$ cat src/rtl/mem_pkg.sv
// mem_pkg: shared definitions for mem initiators.
//   mem_state_e  - sequencer state encoding (IDLE, WR0, RD0, WR1, RD1, FIN)
//   mem_pattern  - test pattern P(a) = a XOR seed, optionally inverted. It is computed at
//                  32 bits; the caller casts the result down to its word width.
package mem_pkg;

   typedef enum logic [2:0] {
      StIdle,
      StWr0,
      StRd0,
      StWr1,
      StRd1,
      StFin
   } mem_state_e;

   function automatic logic [31:0] mem_pattern(logic [31:0] addr, logic [31:0] seed, logic inv);
      logic [31:0] p;
      p = addr ^ seed;
      return inv ? ~p : p;
   endfunction

endpackage

$ cat src/rtl/delay_line.sv
// delay_line: fixed-depth shift pipeline with a per-stage valid bit.
// Ports:
//   clk       clock
//   rst       synchronous active-high reset, clears the valid bits
//   clr       synchronous clear of the valid bits (flushes in-flight entries)
//   in_valid  entry valid at the input
//   in_data   entry payload at the input
//   out_valid entry valid after DEPTH cycles
//   out_data  entry payload after DEPTH cycles
module delay_line #(
   parameter int unsigned DEPTH = 1,
   parameter int unsigned WIDTH = 8
) (
   input  logic             clk,
   input  logic             rst,
   input  logic             clr,
   input  logic             in_valid,
   input  logic [WIDTH-1:0] in_data,
   output logic             out_valid,
   output logic [WIDTH-1:0] out_data
);

   logic [DEPTH-1:0] valid_q;
   logic [WIDTH-1:0] data_q [DEPTH];

   always_ff @(posedge clk) begin
      if (rst || clr) begin
         valid_q <= '0;
      end else begin
         valid_q[0] <= in_valid;
         for (int i = 1; i < DEPTH; i++) begin
            valid_q[i] <= valid_q[i-1];
         end
      end
      // Payload needs no reset; it is qualified by valid.
      data_q[0] <= in_data;
      for (int i = 1; i < DEPTH; i++) begin
         data_q[i] <= data_q[i-1];
      end
   end

   assign out_valid = valid_q[DEPTH-1];
   assign out_data  = data_q[DEPTH-1];

endmodule

$ cat src/rtl/mem_bist.sv
// mem_bist: built-in self-test initiator for the single-port mem block.
// Runs WR0 (write P(a)), RD0 (compare P(a)), WR1 (write ~P(a)), RD1 (compare ~P(a)) over
// all 2^ADDR addresses, stopping at the first mismatch.
// Ports:
//   clk, rst      clock, synchronous active-high reset
//   start         begin a test (accepted only in IDLE)
//   mem_addr      address to mem (registered)
//   mem_data_in   write data to mem (registered)
//   mem_wr        write enable to mem (registered)
//   mem_data_out  read data from mem, valid RD_LAT cycles after the address
//   busy          test in progress
//   done          one-cycle end-of-test pulse
//   pass          result, held until the next accepted start
//   fail_addr     first failing address (0 on pass)
//   fail_data     data observed at fail_addr (0 on pass)
module mem_bist
   import mem_pkg::*;
#(
   parameter int unsigned ADDR   = 4,
   parameter int unsigned WORD   = 4,
   parameter int unsigned RD_LAT = 1,
   parameter int unsigned SEED   = 0
) (
   input  logic            clk,
   input  logic            rst,
   input  logic            start,
   output logic [ADDR-1:0] mem_addr,
   output logic [WORD-1:0] mem_data_in,
   output logic            mem_wr,
   input  logic [WORD-1:0] mem_data_out,
   output logic            busy,
   output logic            done,
   output logic            pass,
   output logic [ADDR-1:0] fail_addr,
   output logic [WORD-1:0] fail_data
);

   localparam int unsigned DlWidth = ADDR + WORD;
   localparam logic [ADDR-1:0] LastAddr = '1;

   mem_state_e      state_q, state_d;
   logic [ADDR-1:0] cnt_q, cnt_d;
   logic            issue_q, issue_d;
   logic            wr_q, wr_d;
   logic [WORD-1:0] wdata_q, wdata_d;
   logic            pass_q, pass_d;
   logic [ADDR-1:0] fail_addr_q, fail_addr_d;
   logic [WORD-1:0] fail_data_q, fail_data_d;

   logic               dl_clr, dl_in_valid, dl_out_valid;
   logic [DlWidth-1:0] dl_in_data, dl_out_data;
   logic [ADDR-1:0]    exp_addr;
   logic [WORD-1:0]    exp_data;
   logic               in_rd;

   assign {exp_addr, exp_data} = dl_out_data;
   assign in_rd = (state_q == StRd0) || (state_q == StRd1);

   delay_line #(
      .DEPTH (RD_LAT),
      .WIDTH (DlWidth)
   ) u_delay_line (
      .clk       (clk),
      .rst       (rst),
      .clr       (dl_clr),
      .in_valid  (dl_in_valid),
      .in_data   (dl_in_data),
      .out_valid (dl_out_valid),
      .out_data  (dl_out_data)
   );

   always_comb begin
      state_d     = state_q;
      cnt_d       = cnt_q;
      issue_d     = issue_q;
      pass_d      = pass_q;
      fail_addr_d = fail_addr_q;
      fail_data_d = fail_data_q;
      dl_in_valid = 1'b0;
      dl_in_data  = {cnt_q, WORD'(mem_pattern(32'(cnt_q), 32'(SEED), state_q == StRd1))};

      case (state_q)
         StIdle: begin
            cnt_d = '0;
            if (start) begin
               state_d     = StWr0;
               pass_d      = 1'b0;
               fail_addr_d = '0;
               fail_data_d = '0;
            end
         end
         StWr0, StWr1: begin
            if (cnt_q == LastAddr) begin
               cnt_d   = '0;
               issue_d = 1'b1;
               state_d = (state_q == StWr0) ? StRd0 : StRd1;
            end else begin
               cnt_d = cnt_q + 1'b1;
            end
         end
         StRd0, StRd1: begin
            if (issue_q) begin
               dl_in_valid = 1'b1;
               if (cnt_q == LastAddr) begin
                  issue_d = 1'b0;
                  cnt_d   = '0;
               end else begin
                  cnt_d = cnt_q + 1'b1;
               end
            end
            if (dl_out_valid) begin
               if (mem_data_out != exp_data) begin
                  state_d     = StFin;
                  pass_d      = 1'b0;
                  fail_addr_d = exp_addr;
                  fail_data_d = mem_data_out;
                  issue_d     = 1'b0;
                  cnt_d       = '0;
               end else if (exp_addr == LastAddr) begin
                  // The last compare of the phase closes it; no separate drain counter.
                  cnt_d = '0;
                  if (state_q == StRd0) begin
                     state_d = StWr1;
                  end else begin
                     state_d = StFin;
                     pass_d  = 1'b1;
                  end
               end
            end
         end
         StFin: begin
            state_d = StIdle;
         end
         default: begin
            state_d = StIdle;
         end
      endcase

      // Pins are loaded from next-state so they line up with cnt_q in the following cycle.
      wr_d    = (state_d == StWr0) || (state_d == StWr1);
      wdata_d = wr_d ? WORD'(mem_pattern(32'(cnt_d), 32'(SEED), state_d == StWr1)) : '0;
      dl_clr  = in_rd && (state_d != state_q);
   end

   always_ff @(posedge clk) begin
      if (rst) begin
         state_q     <= StIdle;
         cnt_q       <= '0;
         issue_q     <= 1'b0;
         wr_q        <= 1'b0;
         wdata_q     <= '0;
         pass_q      <= 1'b0;
         fail_addr_q <= '0;
         fail_data_q <= '0;
      end else begin
         state_q     <= state_d;
         cnt_q       <= cnt_d;
         issue_q     <= issue_d;
         wr_q        <= wr_d;
         wdata_q     <= wdata_d;
         pass_q      <= pass_d;
         fail_addr_q <= fail_addr_d;
         fail_data_q <= fail_data_d;
      end
   end

   assign mem_addr    = cnt_q;
   assign mem_wr      = wr_q;
   assign mem_data_in = wdata_q;
   assign busy        = (state_q != StIdle) && (state_q != StFin);
   assign done        = (state_q == StFin);
   assign pass        = pass_q;
   assign fail_addr   = fail_addr_q;
   assign fail_data   = fail_data_q;

endmodule
$ cat config.mk
export PLATFORM = sky130hd
export DESIGN_NAME = mem_bist
export DESIGN_NICKNAME = d
export VERILOG_FILES = /design/src/rtl/mem_pkg.sv /design/src/rtl/delay_line.sv /design/src/rtl/mem_bist.sv
export SDC_FILE = /design/constraint.sdc
export NUM_CORES = 1
export LEC_CHECK = 0
export BUFFER_PORTS_ARGS = -buffer_cell sky130_fd_sc_hd__buf_2
export CAP_MARGIN = 20
export CORE_ASPECT_RATIO = 0.7
export CORE_UTILIZATION = 50
export CTS_BUF_LIST = sky130_fd_sc_hd__clkbuf_8
export CTS_CLUSTER_DIAMETER = 120
export DETAILED_ROUTE_END_ITERATION = 16
export GPL_TIMING_DRIVEN = 0
export PLACE_DENSITY = 0.73
export SLEW_MARGIN = 20
export SYNTH_ARGS = -nofsm -noshare
export SYNTH_HDL_FRONTEND = slang
export SYNTH_SLANG_ARGS = --single-unit
$ cat constraint.sdc
create_clock -name clk -period 4.4 [get_ports clk]
set_input_delay 0 -clock clk [delete_from_list [all_inputs] [get_ports clk]]
set_output_delay 0 -clock clk [all_outputs]
set_load 0.05 [all_outputs]
==> flow_metrics.tcl <==
set metrics [dict create \
    synth_compound_area_share_pct 21.6 \
    setup_violations 0 \
    via_per_inst 5.64 \
    muxShareOfSynthArea_pct 1.44 \
    drt-initial-drc-count 118 \
    yosys.area.top_type "dfxtp_1" \
    track_usage_pct 25.6 \
    core-area_um2 2530 \
    dr.pass1.iters 4 \
    final_common_cell "dfxtp_1" \
    critPathBufInv 0 \
    synth_top_family_by_area "compound AO/OA/AOI/OAI gates" \
    route.detailed.drc 0 \
    combPwrFrac_pct 9.4 \
    worst_slack_ps 2130 \
    max_stage_delay_ps 660 \
    grt_max_degree 12 \
    crit_start "mem_addr[0]$_SDFF_PP0_" \
    seq_area_frac_synth_pct 44.8 \
    path_cells "ha_1 -> and3_1 -> nand2_1 -> o31ai_1 -> xnor2_1 -> and2_1" \
    clk_latency_ps 290 \
    multi_input_area_um2 697 \
    synth_top_area_share_pct 44.8 \
    finalHoldViolations 0 \
    wirelength_mm 3.42 \
    n_antenna_cell 0 \
    grt_first_pass_wirelength_mm 5.36 \
    hold_path_class "input port to flip-flop" \
    timing.fmax_mhz 441 \
    start_kind "flip-flop" \
    cts.path.max_buffers 2 \
    num_vias 1258 \
    relSlewSlack_pct 28.4 \
    synthSimpleGateAreaFrac_pct 19.4 \
    fin_area_um2 1710 \
    cts_tree "built" \
    worst_r2r_endpoint "mem_data_in[1]$_SDFF_PP0_" \
    grt_pass1_vias 1108 \
    cts_sinks 31 \
    dieArea_um2 2990 \
    r2r-start "mem_addr[0]$_SDFF_PP0_" \
    clk_pin_slew_ps 70 \
    fillers 210 \
    p_sw_share_pct 25.3 \
    maxCapViolCount 0 \
    leakage_nw 0.729 \
    wire_per_inst_um 15.3 \
    pwr-share-seq_pct 46.1 \
    cp_slowest_cell "o31ai_1" \
    fin_worst_skew_ps 6.29 \
    h-tree-depth 2 \
    yosys-top-cells-area "dfxtp_1 (45%), nor2_1 (4.9%), xor2_1 (4.4%), a22oi_1 (4.3%), nand2b_1 (2.7%)" \
    synthCells 152 \
    switchingPower_mw 0.160 \
    finalPower_mw 0.632 \
    path_max_fanout 8 \
    min_period_ps 2270 \
    reg2regPathDepth 6 \
    place_area_um2 1550 \
    grt.overflow.total 0 \
    r2r_slack_ps 2130 \
    finalCritPeriodShare_pct 51.6 \
    rsz0062_at_grt "false" \
    place.gp.congestion 0.844 \
    crit_family "compound AO/OA/AOI/OAI gates" \
    cts_resized 0 \
    finalSetupTns_ps 0 \
    cp.depth 6 \
    dieHeight_um 46.1 \
    tightest_slew_ps 1070 \
    end_kind "flip-flop" \
    p_clk_share_pct 44.5 \
    hold_slack_ps 120 \
    layout.nets 196 \
    pre_cts_ws_ps 2200 \
    intPower_mw 0.472 \
    syn_to_final_growth_pct 23.1 \
    syn_avg_cell_area_um2 9.12 \
    synth_area_um2 1390 \
    drive_gt1_share_pct 23.3 \
    std_cell_rows 15 \
    peakVddDrop_mv 0.217 \
    synth_nets 160 \
    post_cts_buffers 0 \
    fp.dieW_um 64.9 \
    arrival_ps 2450 \
    dp_hpwl_mm 2.27 \
    synth-seq-cells 31 \
    status "completed" \
    cts-root-buf "clkbuf_8" \
    antenna_found_initial 0 \
    antenna_left 0 \
    pin_count 27 \
    critical_path_class "flip-flop to flip-flop" \
    cts_buffers 5 \
    cp.required_ps 4580 \
    ys_warn_count 0 \
    final_cell_mix "dfxtp_1 (31), buf_2 (26), nor2_1 (18)" \
    io_buffers 25 \
    endpoint "mem_data_in[1]$_SDFF_PP0_" \
    floorplan.initialDensity_pct 54.7 \
    p_per_area_nw_per_um2 370 \
    seq_area_um2 621 \
    synthXorXnorAreaFrac_pct 6.95 \
    final_max_slew_viol_count 0 \
    synth_adder_area_share_pct 0.903 \
    yosysUniqueCellTypes 41 \
]
[layout make-up]
| type | count | area share [%] |
|---|---|---|
| sequential | 31 | 36.4 |
| inverter | 3 | 0.660 |
| timing repair buffer | 29 | 9.68 |
| clock buffer | 5 | 4.03 |
| tap | 34 | 2.49 |
| buffer | 11 | 3.37 |
| clock inverter | 3 | 2.57 |
| multi-input combinational | 107 | 40.8 |
[worst min-delay path by stage]
stage / cells past startpoint / to / from
2_1_floorplan: 2 / fail_data[0]$_SDFFE_PP0P_ / mem_data_out[0]
3_3_place_gp: 3 / fail_data[0]$_SDFFE_PP0P_ / mem_data_out[0]
3_5_place_dp: 3 / fail_data[0]$_SDFFE_PP0P_ / mem_data_out[0]
4_1_cts: 2 / fail_addr[0]$_SDFFE_PP0P_ / rst
5_1_grt: 2 / fail_addr[0]$_SDFFE_PP0P_ / rst
6_report: 2 / fail_addr[0]$_SDFFE_PP0P_ / rst
[metrics by stage]
stage	utilization, %	instances
3_3_place_gp	61.3	211
6_report	67.4	223
4_1_cts	67.4	223
5_1_grt	67.4	223
2_1_floorplan	-	152
3_5_place_dp	61.3	211
[power groups by stage]
stage / Sequential [mW] / Combinational, mW / Clock, mW
after floorplan: 0.304 / 0.0345 / 0
after global placement: 0.298 / 0.0540 / 0
after detailed placement: 0.298 / 0.0554 / 0
after CTS: 0.292 / 0.0588 / 0.284
after global routing: 0.292 / 0.0639 / 0.300
final: 0.292 / 0.0591 / 0.281
[worst reg2reg max path: stages, from the launching register on]
cell and delay [ps]:
dfxtp_1 500, ha_1 260, and3_1 280, nand2_1 120, o31ai_1 660, xnor2_1 160, and2_1 180
[registers in the layout, indices dropped and copies added (netlist names)]
signal / cells
mem_data_in: 4
u_delay_line.data_q: 8
state_q: 3
fail_addr: 4
mem_addr: 4
mem_wr: 1
issue_q: 1
fail_data: 4
u_delay_line.out_valid: 1
pass: 1
[cells in the mapped netlist (all sizes together)]
cell and instances:
and4 1, o31ai 1, or3 1, clkbuf 5
or4 4, and3 1, o41ai 1, and2 1
dfxtp 31, o311ai 1, nor3b 1, o21a 1
nand2b 6, or2 1, o22ai 3, a21o 1
nand3 4, nor3 2, a32oi 3, a21boi 1
a31oi 2, nand2 9, a21oi 6, nor2 18
xor2 7, a221oi 1, a211oi 1, xnor2 4
o21ai 7, buf 6, ha 1, a22oi 8
nand3b 1, inv 3, mux2i 2, o211ai 4
nor2b 2
[kinds of logic (layout without fill, tap and decap cells)]
group | after synthesis | after routing
XOR/XNOR | 11 | 11
multiplexers | 2 | 2
AND/OR/NAND/NOR | 52 | 52
adder cells (fa/ha/maj) | 1 | 1
flip-flops | 31 | 31
buffers and inverters | 14 | 51
AO/OA/AOI/OAI | 41 | 41
[per-layer routing]
layer  GRT usage [%]  routed length [um]  part of all wire, %  vias to the layer above
met5               0                   0                    0                        -
met4            9.78                  51                  1.5                        0
met1            30.5                1550                   45                      584
met2            41.7                1560                   46                       48
met3            10.6                 256                  7.5                        7
li1                -                   -                    -                      619
[repair_timing]
item                                    CTS  global route
endpoints found under the setup margin    0             0
endpoints found under the hold margin     4             0
hold buffers                              4             0
No activity file was read; power rests on OpenSTA's default activity.
